## config.mk

```make
export PLATFORM = sky130hd
export DESIGN_NAME = snake_block_datapath_flat
export DESIGN_NICKNAME = d
export VERILOG_FILES = /design/src/rtl/snake_block_datapath_pkg.sv /design/src/rtl/snake_block_datapath_if.sv /design/src/rtl/snake_block_datapath_counter.sv /design/src/rtl/snake_block_datapath.sv /design/src/flat_wrapper.sv
export SDC_FILE = /design/constraint.sdc
export NUM_CORES = 1
export LEC_CHECK = 0
export BUFFER_PORTS_ARGS = -buffer_cell sky130_fd_sc_hd__buf_2
export CAP_MARGIN = 20
export CORE_ASPECT_RATIO = 1.2
export CORE_MARGIN = 1
export CORE_UTILIZATION = 56
export CTS_BUF_LIST = sky130_fd_sc_hd__clkbuf_16
export DETAILED_ROUTE_END_ITERATION = 10
export PLACE_DENSITY = 0.83
export SYNTH_ARGS = -nofsm -noshare
export SYNTH_HDL_FRONTEND = slang
export SYNTH_HIERARCHICAL = 1
export SYNTH_SLANG_ARGS = --single-unit
```

## constraint.sdc

```tcl
create_clock -name clk -period 6.1 [get_ports clk]
set_input_delay 0.305 -clock clk [delete_from_list [all_inputs] [get_ports clk]]
set_output_delay 0.305 -clock clk [all_outputs]
set_load 0.01 [all_outputs]
```

## src/rtl/snake_block_datapath_pkg.sv

```systemverilog
// Shared definitions for the snake block datapath: direction encoding and
// the scan FSM state type.
package snake_pkg;

  localparam logic [1:0] DIR_RIGHT = 2'b00;
  localparam logic [1:0] DIR_LEFT  = 2'b01;
  localparam logic [1:0] DIR_UP    = 2'b10;
  localparam logic [1:0] DIR_DOWN  = 2'b11;

  typedef enum logic {
    IDLE = 1'b0,
    SCAN = 1'b1
  } snake_state_e;

endpackage

```

## src/rtl/snake_block_datapath_if.sv

```systemverilog
// Control/plot bundle between the game FSM (master) and the snake block
// datapath (slave).
//
// Handshake: ld, update and start are single-cycle requests sampled on every
// rising clock edge; there is no ready. pix_valid qualifies x/y for exactly
// one cycle and the plotter must take the pixel that cycle (no backpressure).
// done and hit_wall are one-cycle pulses. state is a debug view of the FSM.
interface snake_block_datapath_if #(
  parameter int X_W = 8,
  parameter int Y_W = 7
) ();
  import snake_pkg::*;

  logic           ld;
  logic           update;
  logic [1:0]     dir;
  logic           start;
  logic [X_W-1:0] x;
  logic [Y_W-1:0] y;
  logic           pix_valid;
  logic           busy;
  logic           done;
  logic           hit_wall;
  logic [X_W-1:0] head_x;
  logic [Y_W-1:0] head_y;
  snake_state_e   state;

  modport master (
    output ld, update, dir, start,
    input  x, y, pix_valid, busy, done, hit_wall, head_x, head_y, state
  );

  modport slave (
    input  ld, update, dir, start,
    output x, y, pix_valid, busy, done, hit_wall, head_x, head_y, state
  );

endinterface

```

## src/rtl/snake_block_datapath_counter.sv

```systemverilog
// Column/row counter walking a BLOCK x BLOCK square in row-major order,
// column fastest. last flags the final (BLOCK-1, BLOCK-1) position.
module block_scan_counter #(
  parameter  int BLOCK = 2,
  localparam int CNT_W = (BLOCK > 1) ? $clog2(BLOCK) : 1
) (
  input  logic             clk,
  input  logic             reset,
  input  logic             clear,
  input  logic             enable,
  output logic [CNT_W-1:0] col,
  output logic [CNT_W-1:0] row,
  output logic             last
);

  localparam logic [CNT_W-1:0] LAST_IDX = CNT_W'(BLOCK - 1);

  logic [CNT_W-1:0] col_q;
  logic [CNT_W-1:0] row_q;

  // Advance column every enabled cycle, roll into the next row at the edge.
  always_ff @(posedge clk) begin
    if (reset || clear) begin
      col_q <= '0;
      row_q <= '0;
    end else if (enable) begin
      if (col_q == LAST_IDX) begin
        col_q <= '0;
        row_q <= (row_q == LAST_IDX) ? '0 : row_q + 1'b1;
      end else begin
        col_q <= col_q + 1'b1;
      end
    end
  end

  assign col  = col_q;
  assign row  = row_q;
  assign last = (col_q == LAST_IDX) && (row_q == LAST_IDX);

endmodule

```

## src/rtl/snake_block_datapath.sv

```systemverilog
// Snake head position and block raster datapath.
// Holds the head, loads the start position, steps one block per update
// (deferred while a scan runs) and rasters a BLOCK x BLOCK square for the
// plotter. Edge behaviour: SNAKE_WRAP_EN defined -> wrap to the opposite
// edge; undefined -> block the step and pulse hit_wall.
module snake_block_datapath
  import snake_pkg::*;
#(
  parameter int SCREEN_W = 160,
  parameter int SCREEN_H = 120,
  parameter int X_W      = 8,
  parameter int Y_W      = 7,
  parameter int BLOCK    = 2,
  parameter int START_X  = 50,
  parameter int START_Y  = 30
) (
  input logic                  clk,
  input logic                  reset,
  snake_block_datapath_if.slave bus
);

  localparam int CNT_W = (BLOCK > 1) ? $clog2(BLOCK) : 1;

`ifdef SNAKE_WRAP_EN
  localparam bit WRAP_EN = 1'b1;
`else
  localparam bit WRAP_EN = 1'b0;
`endif

  // Step arithmetic runs one bit wider so overflow/underflow is visible.
  localparam logic [X_W:0] X_STEP = (X_W + 1)'(BLOCK);
  localparam logic [Y_W:0] Y_STEP = (Y_W + 1)'(BLOCK);
  localparam logic [X_W:0] X_MAX  = (X_W + 1)'(SCREEN_W - BLOCK);
  localparam logic [Y_W:0] Y_MAX  = (Y_W + 1)'(SCREEN_H - BLOCK);

  snake_state_e   state_q;
  logic [X_W-1:0] head_x_q;
  logic [Y_W-1:0] head_y_q;
  logic [X_W-1:0] x_q;
  logic [Y_W-1:0] y_q;
  logic           pix_valid_q;
  logic           busy_q;
  logic           done_q;
  logic           hit_wall_q;
  logic           pend_valid_q;
  logic [1:0]     pend_dir_q;

  logic [CNT_W-1:0] col_w;
  logic [CNT_W-1:0] row_w;
  logic             last_w;

  logic [1:0]     step_dir_d;
  logic [X_W:0]   sum_x_d;
  logic [Y_W:0]   sum_y_d;
  logic [X_W-1:0] wrap_x_d;
  logic [Y_W-1:0] wrap_y_d;
  logic           step_blocked_d;
  logic [X_W-1:0] step_x_d;
  logic [Y_W-1:0] step_y_d;

  block_scan_counter #(.BLOCK(BLOCK)) u_scan_cnt (
    .clk    (clk),
    .reset  (reset),
    .clear  ((state_q == IDLE) || bus.ld),
    .enable (state_q == SCAN),
    .col    (col_w),
    .row    (row_w),
    .last   (last_w)
  );

  // Candidate next head: a fresh update wins over a pending one (last wins).
  always_comb begin
    step_dir_d     = bus.update ? bus.dir : pend_dir_q;
    sum_x_d        = {1'b0, head_x_q};
    sum_y_d        = {1'b0, head_y_q};
    wrap_x_d       = head_x_q;
    wrap_y_d       = head_y_q;
    step_blocked_d = 1'b0;
    case (step_dir_d)
      DIR_RIGHT: begin
        sum_x_d        = {1'b0, head_x_q} + X_STEP;
        step_blocked_d = (sum_x_d > X_MAX);
        wrap_x_d       = '0;
      end
      DIR_LEFT: begin
        sum_x_d        = {1'b0, head_x_q} - X_STEP;
        step_blocked_d = sum_x_d[X_W];
        wrap_x_d       = X_MAX[X_W-1:0];
      end
      DIR_UP: begin
        sum_y_d        = {1'b0, head_y_q} - Y_STEP;
        step_blocked_d = sum_y_d[Y_W];
        wrap_y_d       = Y_MAX[Y_W-1:0];
      end
      default: begin
        sum_y_d        = {1'b0, head_y_q} + Y_STEP;
        step_blocked_d = (sum_y_d > Y_MAX);
        wrap_y_d       = '0;
      end
    endcase
    step_x_d = sum_x_d[X_W-1:0];
    step_y_d = sum_y_d[Y_W-1:0];
    if (step_blocked_d) begin
      step_x_d = WRAP_EN ? wrap_x_d : head_x_q;
      step_y_d = WRAP_EN ? wrap_y_d : head_y_q;
    end
  end

  // Scan FSM with head register and registered plot outputs.
  always_ff @(posedge clk) begin
    if (reset) begin
      state_q      <= IDLE;
      head_x_q     <= '0;
      head_y_q     <= '0;
      x_q          <= '0;
      y_q          <= '0;
      pix_valid_q  <= 1'b0;
      busy_q       <= 1'b0;
      done_q       <= 1'b0;
      hit_wall_q   <= 1'b0;
      pend_valid_q <= 1'b0;
      pend_dir_q   <= DIR_RIGHT;
    end else begin
      done_q     <= 1'b0;
      hit_wall_q <= 1'b0;
      if (bus.ld) begin
        // Load overrides everything below it and aborts a running scan.
        head_x_q     <= X_W'(START_X);
        head_y_q     <= Y_W'(START_Y);
        pend_valid_q <= 1'b0;
        state_q      <= IDLE;
        pix_valid_q  <= 1'b0;
        busy_q       <= 1'b0;
      end else begin
        case (state_q)
          IDLE: begin
            pix_valid_q <= 1'b0;
            busy_q      <= 1'b0;
            if (bus.update || pend_valid_q) begin
              head_x_q     <= step_x_d;
              head_y_q     <= step_y_d;
              pend_valid_q <= 1'b0;
              hit_wall_q   <= !WRAP_EN && step_blocked_d;
            end
            if (bus.start) begin
              state_q <= SCAN;
            end
          end
          SCAN: begin
            x_q         <= head_x_q + X_W'(col_w);
            y_q         <= head_y_q + Y_W'(row_w);
            pix_valid_q <= 1'b1;
            busy_q      <= 1'b1;
            done_q      <= last_w;
            if (last_w) begin
              state_q <= IDLE;
            end
            // Head must stay put while plotting; park the step until done.
            if (bus.update) begin
              pend_valid_q <= 1'b1;
              pend_dir_q   <= bus.dir;
            end
          end
          default: state_q <= IDLE;
        endcase
      end
    end
  end

  assign bus.x         = x_q;
  assign bus.y         = y_q;
  assign bus.pix_valid = pix_valid_q;
  assign bus.busy      = busy_q;
  assign bus.done      = done_q;
  assign bus.hit_wall  = hit_wall_q;
  assign bus.head_x    = head_x_q;
  assign bus.head_y    = head_y_q;
  assign bus.state     = state_q;

endmodule
```

## src/flat_wrapper.sv

```systemverilog
// flat-port wrapper written by rule: the top's interface ports become plain ports
module snake_block_datapath_flat import snake_pkg::*;
#(
  parameter int SCREEN_W = 160,
  parameter int SCREEN_H = 120,
  parameter int X_W      = 8,
  parameter int Y_W      = 7,
  parameter int BLOCK    = 2,
  parameter int START_X  = 50,
  parameter int START_Y  = 30
)
  (clk, reset, bus_ld, bus_update, bus_dir, bus_start, bus_x, bus_y, bus_pix_valid, bus_busy, bus_done, bus_hit_wall, bus_head_x, bus_head_y, bus_state);
  snake_block_datapath_if #(.X_W(X_W), .Y_W(Y_W)) bus_i ();
  input logic clk;
  input logic reset;
  input wire logic [$bits(bus_i.ld)-1:0] bus_ld;
  input wire logic [$bits(bus_i.update)-1:0] bus_update;
  input wire logic [$bits(bus_i.dir)-1:0] bus_dir;
  input wire logic [$bits(bus_i.start)-1:0] bus_start;
  output wire logic [$bits(bus_i.x)-1:0] bus_x;
  output wire logic [$bits(bus_i.y)-1:0] bus_y;
  output wire logic [$bits(bus_i.pix_valid)-1:0] bus_pix_valid;
  output wire logic [$bits(bus_i.busy)-1:0] bus_busy;
  output wire logic [$bits(bus_i.done)-1:0] bus_done;
  output wire logic [$bits(bus_i.hit_wall)-1:0] bus_hit_wall;
  output wire logic [$bits(bus_i.head_x)-1:0] bus_head_x;
  output wire logic [$bits(bus_i.head_y)-1:0] bus_head_y;
  output wire logic [$bits(bus_i.state)-1:0] bus_state;
  assign bus_i.ld = bus_ld;
  assign bus_i.update = bus_update;
  assign bus_i.dir = bus_dir;
  assign bus_i.start = bus_start;
  assign bus_x = bus_i.x;
  assign bus_y = bus_i.y;
  assign bus_pix_valid = bus_i.pix_valid;
  assign bus_busy = bus_i.busy;
  assign bus_done = bus_i.done;
  assign bus_hit_wall = bus_i.hit_wall;
  assign bus_head_x = bus_i.head_x;
  assign bus_head_y = bus_i.head_y;
  assign bus_state = bus_i.state;
  snake_block_datapath #(.SCREEN_W(SCREEN_W), .SCREEN_H(SCREEN_H), .X_W(X_W), .Y_W(Y_W), .BLOCK(BLOCK), .START_X(START_X), .START_Y(START_Y)) u_core (.clk(clk), .reset(reset), .bus(bus_i));
endmodule
```

# Word level (Yosys, flattened, before mapping)
# Cells that the tools add are included.
# op_classes
n_addsub	8
n_lt_le_gt_ge	2
eq_ne	7
mux	21
bitwise_logic	5
n_reduce_logical	19
# ops
cell	n
$mux W6	4
$mux W5	4
$pmux W8 S2	1
$reduce_and A4 Y1	4
$pmux W7 S2	1
$add A8 B2 Y9 const B	1
$gt A9 B8 Y1 const B	1
$sub A8 B2 Y9 const B	1
$add A7 B2 Y8 const B	1
$add A8 B1 Y8	1
$gt A8 B7 Y1 const B	1
$ne A2 B2 Y1 const B	4
$sub A7 B2 Y8 const B	1
$add A7 B1 Y7	1
$mux W1	6
$pmux W1 S2	3
$reduce_and A2 Y1	3
$not A1 Y1	5
$reduce_bool A2 Y1	2
$reduce_or A2 Y1	2
$reduce_or A4 Y1	1
$logic_or A1 B1 Y1	3
$pmux W1 S3	1
$reduce_bool A3 Y1	1
8 further kinds	9
# word_totals
register_bits	39
inputBits	7

# Depth between registers and ports, before layout
# depth
word_depth	8
depth_mapped	8
mapped_depth_nobuf	8

# Cells and area by module
# Netlist, hierarchy kept.
# modules_own_cells
mod	n_inst	cells_each	area_each_um2	seq_area_each_um2
snake_block_datapath	1	258	2009.4	700.7
block_scan_counter	1	8	91.3	40.0

# Least setup slack after synthesis
# No wires, ideal clock.
# synth_timing
path_kind	register -> register
from	reg u_core.head_y_q[1], in the netlist u_core/bus.head_y[1]
to	reg u_core.head_y_q[3], in the netlist u_core/bus.head_y[3]
arrival_time_ps	2048
slack_ps	3930
path_stages_with_launch	9
period_less_slack_ps	2170
path_cell_list	dfxtp_1 inv_1 ha_1 nor2b_1 o21bai_1 o211a_1 o41ai_2 or2_2 o311a_1
# synth_between
elab_chain_len	6
word_cells_on_any_way	11
# synth_lines
element	line_no	text
start, declared	snake_block_datapath.sv:38	logic [Y_W-1:0] head_y_q;
start signal, assigned	snake_block_datapath.sv:129	head_y_q <= Y_W'(START_Y);
start signal, assigned	snake_block_datapath.sv:141	head_y_q <= step_y_d;
branches (longest 6 deep; another with $add A7 B2 Y8)	n/a	
# Several ways; the timed one is not identified. The select of a mux whose other input is x is not followed.
# A chain may end at the register's enable or synchronous reset.

# Worst setup path in the final report
# layout_timing
from	reg u_core.head_y_q[2], in the netlist u_core/bus.head_y[2]
to	reg u_core.head_y_q[3], in the netlist u_core/bus.head_y[3]
# The elaborated chain is that of the path after synthesis.

==> impl_results.md <==
- Leakage power: 0.9834 nW
- Post-CTS Setup Bufs: 0
- Critical Path Start Type: flip-flop
- VDD IR max: 293.7 uV
- DIE HEIGHT: 69.10 um
- P_sw: 155.2 uW
- Unrepaired setup endpoints after global routing: false
- Ranking of synthesized cells by area: dfxtp_1, nand2_1, a21oi_1
- Clock share of power: 46.3%
- F_max: 404.7 MHz
- CTS clk-pin slew, worst paths: roughly 0.06 ns
- Die width: 57.91 um
- Adder-cell area share of the yosys netlist: 2.978%
- Distinct cells, synth: 61
- Post-synthesis compound-gate area fraction: 21.56%
- Yosys warning total: 6
- Pins Over Slew Limit: 0
- ANT cells: 0
- Switching part of the total: 24.92%
- Sequential power share: between 40% and 50%
- Layout Cells excl Fill: 334
- Hold-fix buffer count after cts: 0
- Post-route design area: 2426 sq um
- WS Path Type: reg -> reg
- Number of port buffers: 39
- Data arrival, critical path: 2.70 ns
- Final Hold Viols: 0
- Root buffer cell: clkbuf_16
- Status: finished, violations left
- Layout overhead on the synthesized area: 15.49%
- H-tree depth: 2
- CTS tree: built
- Rows: 24
- Clock Path Buffers: 2
- Fin Hold WS: 0.3162 ns
- Placed Area: 2260 sq um
- Antenna violations before repair: 0
- Fraction of layout cells with a size suffix above 1: 20.00%
- Routed via count: 2029
- Hold Crit Class: in -> reg
- Cts bufs inserted: 5
- Period utilization: 40.51%
- Mean area per synthesized cell: roughly 7.9 sq um
- Synth Instances: 266
- Post-synthesis mux area share: 3.335%
- Critical path required time: about 6.3 ns
- Clock Sinks: 37
- Synthesized flop and latch total: 37
- Pwr/cell area: 256.7 nW/um^2
- DPL Wire Length: 3564 um
- Final wirelength: between 5000 and 6000 um
- Design Power: 622.7 uW
- Starting Density: 58.30%
- Synth top area share: 35.26%
- Largest net degree at the start of global routing: 30
- Netlist Area Pre-Place: 2101 sq um
- FILL cells: 308
- Final core occ: about two thirds
- Nets: roughly 310
- WP buf/inv: 1
- Core area: 3603 sq um
- Failing checks: design-rule violations
- Initial DRC count: 134
- Post-CTS sizing: 0
- Simple-gate area share of the yosys netlist: 27.87%
- Cell Int Power: 467.5 uW
- Final min period: 2.471 ns
- Slowest-stage cell, CP: o41ai_2
- Placed Cells: 326
- # setup viols final: 0
- GRT Residual Overflow: 0
- Vias in the first global route: 1927
- Max_slew headroom: 50.97%
- First-pass GRT wire length: 8790 um
- Drt first pass iters: 8
- Largest fanout on the critical path: 9
- Die area: 4001 sq um
- Met2 Wirelength: 2482 um
- Antenna viol nets, final: 0
- DRC: 4
- Post-route setup slack: 3.629 ns
- CP Cell Sequence: inv_1 > ha_1 > nor2b_1 > nand4_1 > o211a_1 > o41ai_2 > or2_2 > o311a_1
- Post-synth ARST share: 0%
- Part of the power in combinational logic: ~12%
- Largest family of logic cells by synthesized area: simple AND/OR/NAND/NOR gates
- Max cap viols: 0
- Post-synth top flop: dfxtp_1
- IO Pins: 42
- DR WL met3: 330 um
- Pre-CTS setup slack: 3.685 ns
- WL/cell: 15.56 um
- Multi-input gate area: 1222 sq um
- Skew-Pair Late Insertion Delay: 0.28 ns
- EDFF count, synth: 0
- Crit-path max cell delay: 0.59 ns
- DR top layer: met4
- Dominant cell type by area after synthesis: dfxtp_1
- TNS Setup: 0 ns
- Xor/xnor share of the synthesized area: 2.085%
- Worst-Margin Slew: 0.7275 ns
- RePlAce Congestion: 0.9075
- Post-Route M1 WL: 2204 um
- Register area share after synthesis: 35.26%
- FF+latch area: 740.7 sq um
- Global Route Usage Sum: 28.35%
- Via density: between 6 and 7
- Clk_skew: 0.004204 ns
- Critical Path End Type: flip-flop
- Critical path's top delay family: compound AO/OA/AOI/OAI gates
==> Yosys cell counts, types with 2 or more instances <==
master and instances:
ha_1 5, or4_1 3, nand4_1 3, or3_1 4, nor2_1 14, a21oi_1 27
nor4b_1 2, buf_2 5, a31oi_1 2, nor2b_1 2, nand3_1 8, inv_1 10
o211ai_1 2, nand2_1 50, dfxtp_1 37, xnor2_1 5, o21ai_0 5, or2_2 2
nor3_1 8, o31ai_1 3, and3b_1 2, clkbuf_1 11, mux2i_1 7, clkinv_1 2
buf_4 4, o311a_1 3, nor3b_1 2, and4_1 3, nand2b_1 2, o22ai_1 2
==> cells by family after synthesis <==
kind of cell,count (synthesis)
fa+ha+maj,5
simple gates,115
flops,37
buf+inv,32
compound gates,64
xor+xnor,5
mux,7
other cells,1
==> cell usage in the layout (no fill, tap or decap), types with 4 or more instances in the layout <==
cell type / instances
a21oi_1: 27
buf_2: 39
clkbuf_16: 5
dfxtp_1: 37
ha_1: 5
inv_1: 10
mux2i_1: 7
nand2_1: 50
nand3_1: 8
nor2_1: 14
nor3_1: 8
o21ai_0: 5
or3_1: 4
xnor2_1: 5
==> final cells by class <==
cell class / instances / area share (%)
timing repair buffer: 40 / 8.355
clock inverter: 3 / 1.702
tap: 39 / 2.011
sequential: 37 / 30.53
multi-input combinational: 198 / 50.39
clock buffer: 5 / 5.157
inverter: 12 / 1.857
==> state kept, by name (all words and copies together) (netlist names) <==
signal                 flops
u_core/pend_valid_q        1
u_core/bus.busy            1
u_core/bus.y               7
u_core/bus.done            1
u_core/bus.x               8
u_core/bus.hit_wall        1
u_core/pend_dir_q          2
u_core/bus.head_x          7
u_core/bus.head_y          6
u_core/u_scan_cnt/col      1
u_core/bus.state           1
u_core/u_scan_cnt/row      1
==> power groups by stage <==
stage / Sequential, mW / Combinational (mW) / Clock (mW)
finish: 0.262 / 0.0723 / 0.289
global route: 0.263 / 0.0801 / 0.303
CTS: 0.261 / 0.0714 / 0.292
detailed placement: 0.267 / 0.0710 / 0
global placement: 0.266 / 0.0694 / 0
floorplan: 0.262 / 0.0576 / 0
==> metal layers <==
| metal | vias up | global-route usage, % |
|---|---|---|
| met5 | - | 0 |
| met4 | 0 | 13.76 |
| met3 | 16 | 6.191 |
| met2 | 92 | 46.23 |
| met1 | 925 | 34.68 |
| li1 | 996 | - |
==> final timing paths <==
path	start	depth (start not counted)	to	slack, ns
max	u_core/bus.head_y[2]	8	u_core/bus.head_y[3]	3.63
min	bus_start	3	u_core/bus.state	0.32
max reg2reg	u_core/bus.head_y[2]	8	u_core/bus.head_y[3]	3.63
min reg2reg	u_core/bus.y[4]	2	u_core/bus.y[4]	0.45
==> worst min-delay path: stages <==
cell and delay, ns:
buf_2 0.08, mux2i_1 0.06, nor2_1 0.10
(Power assumes the default switching activity.)
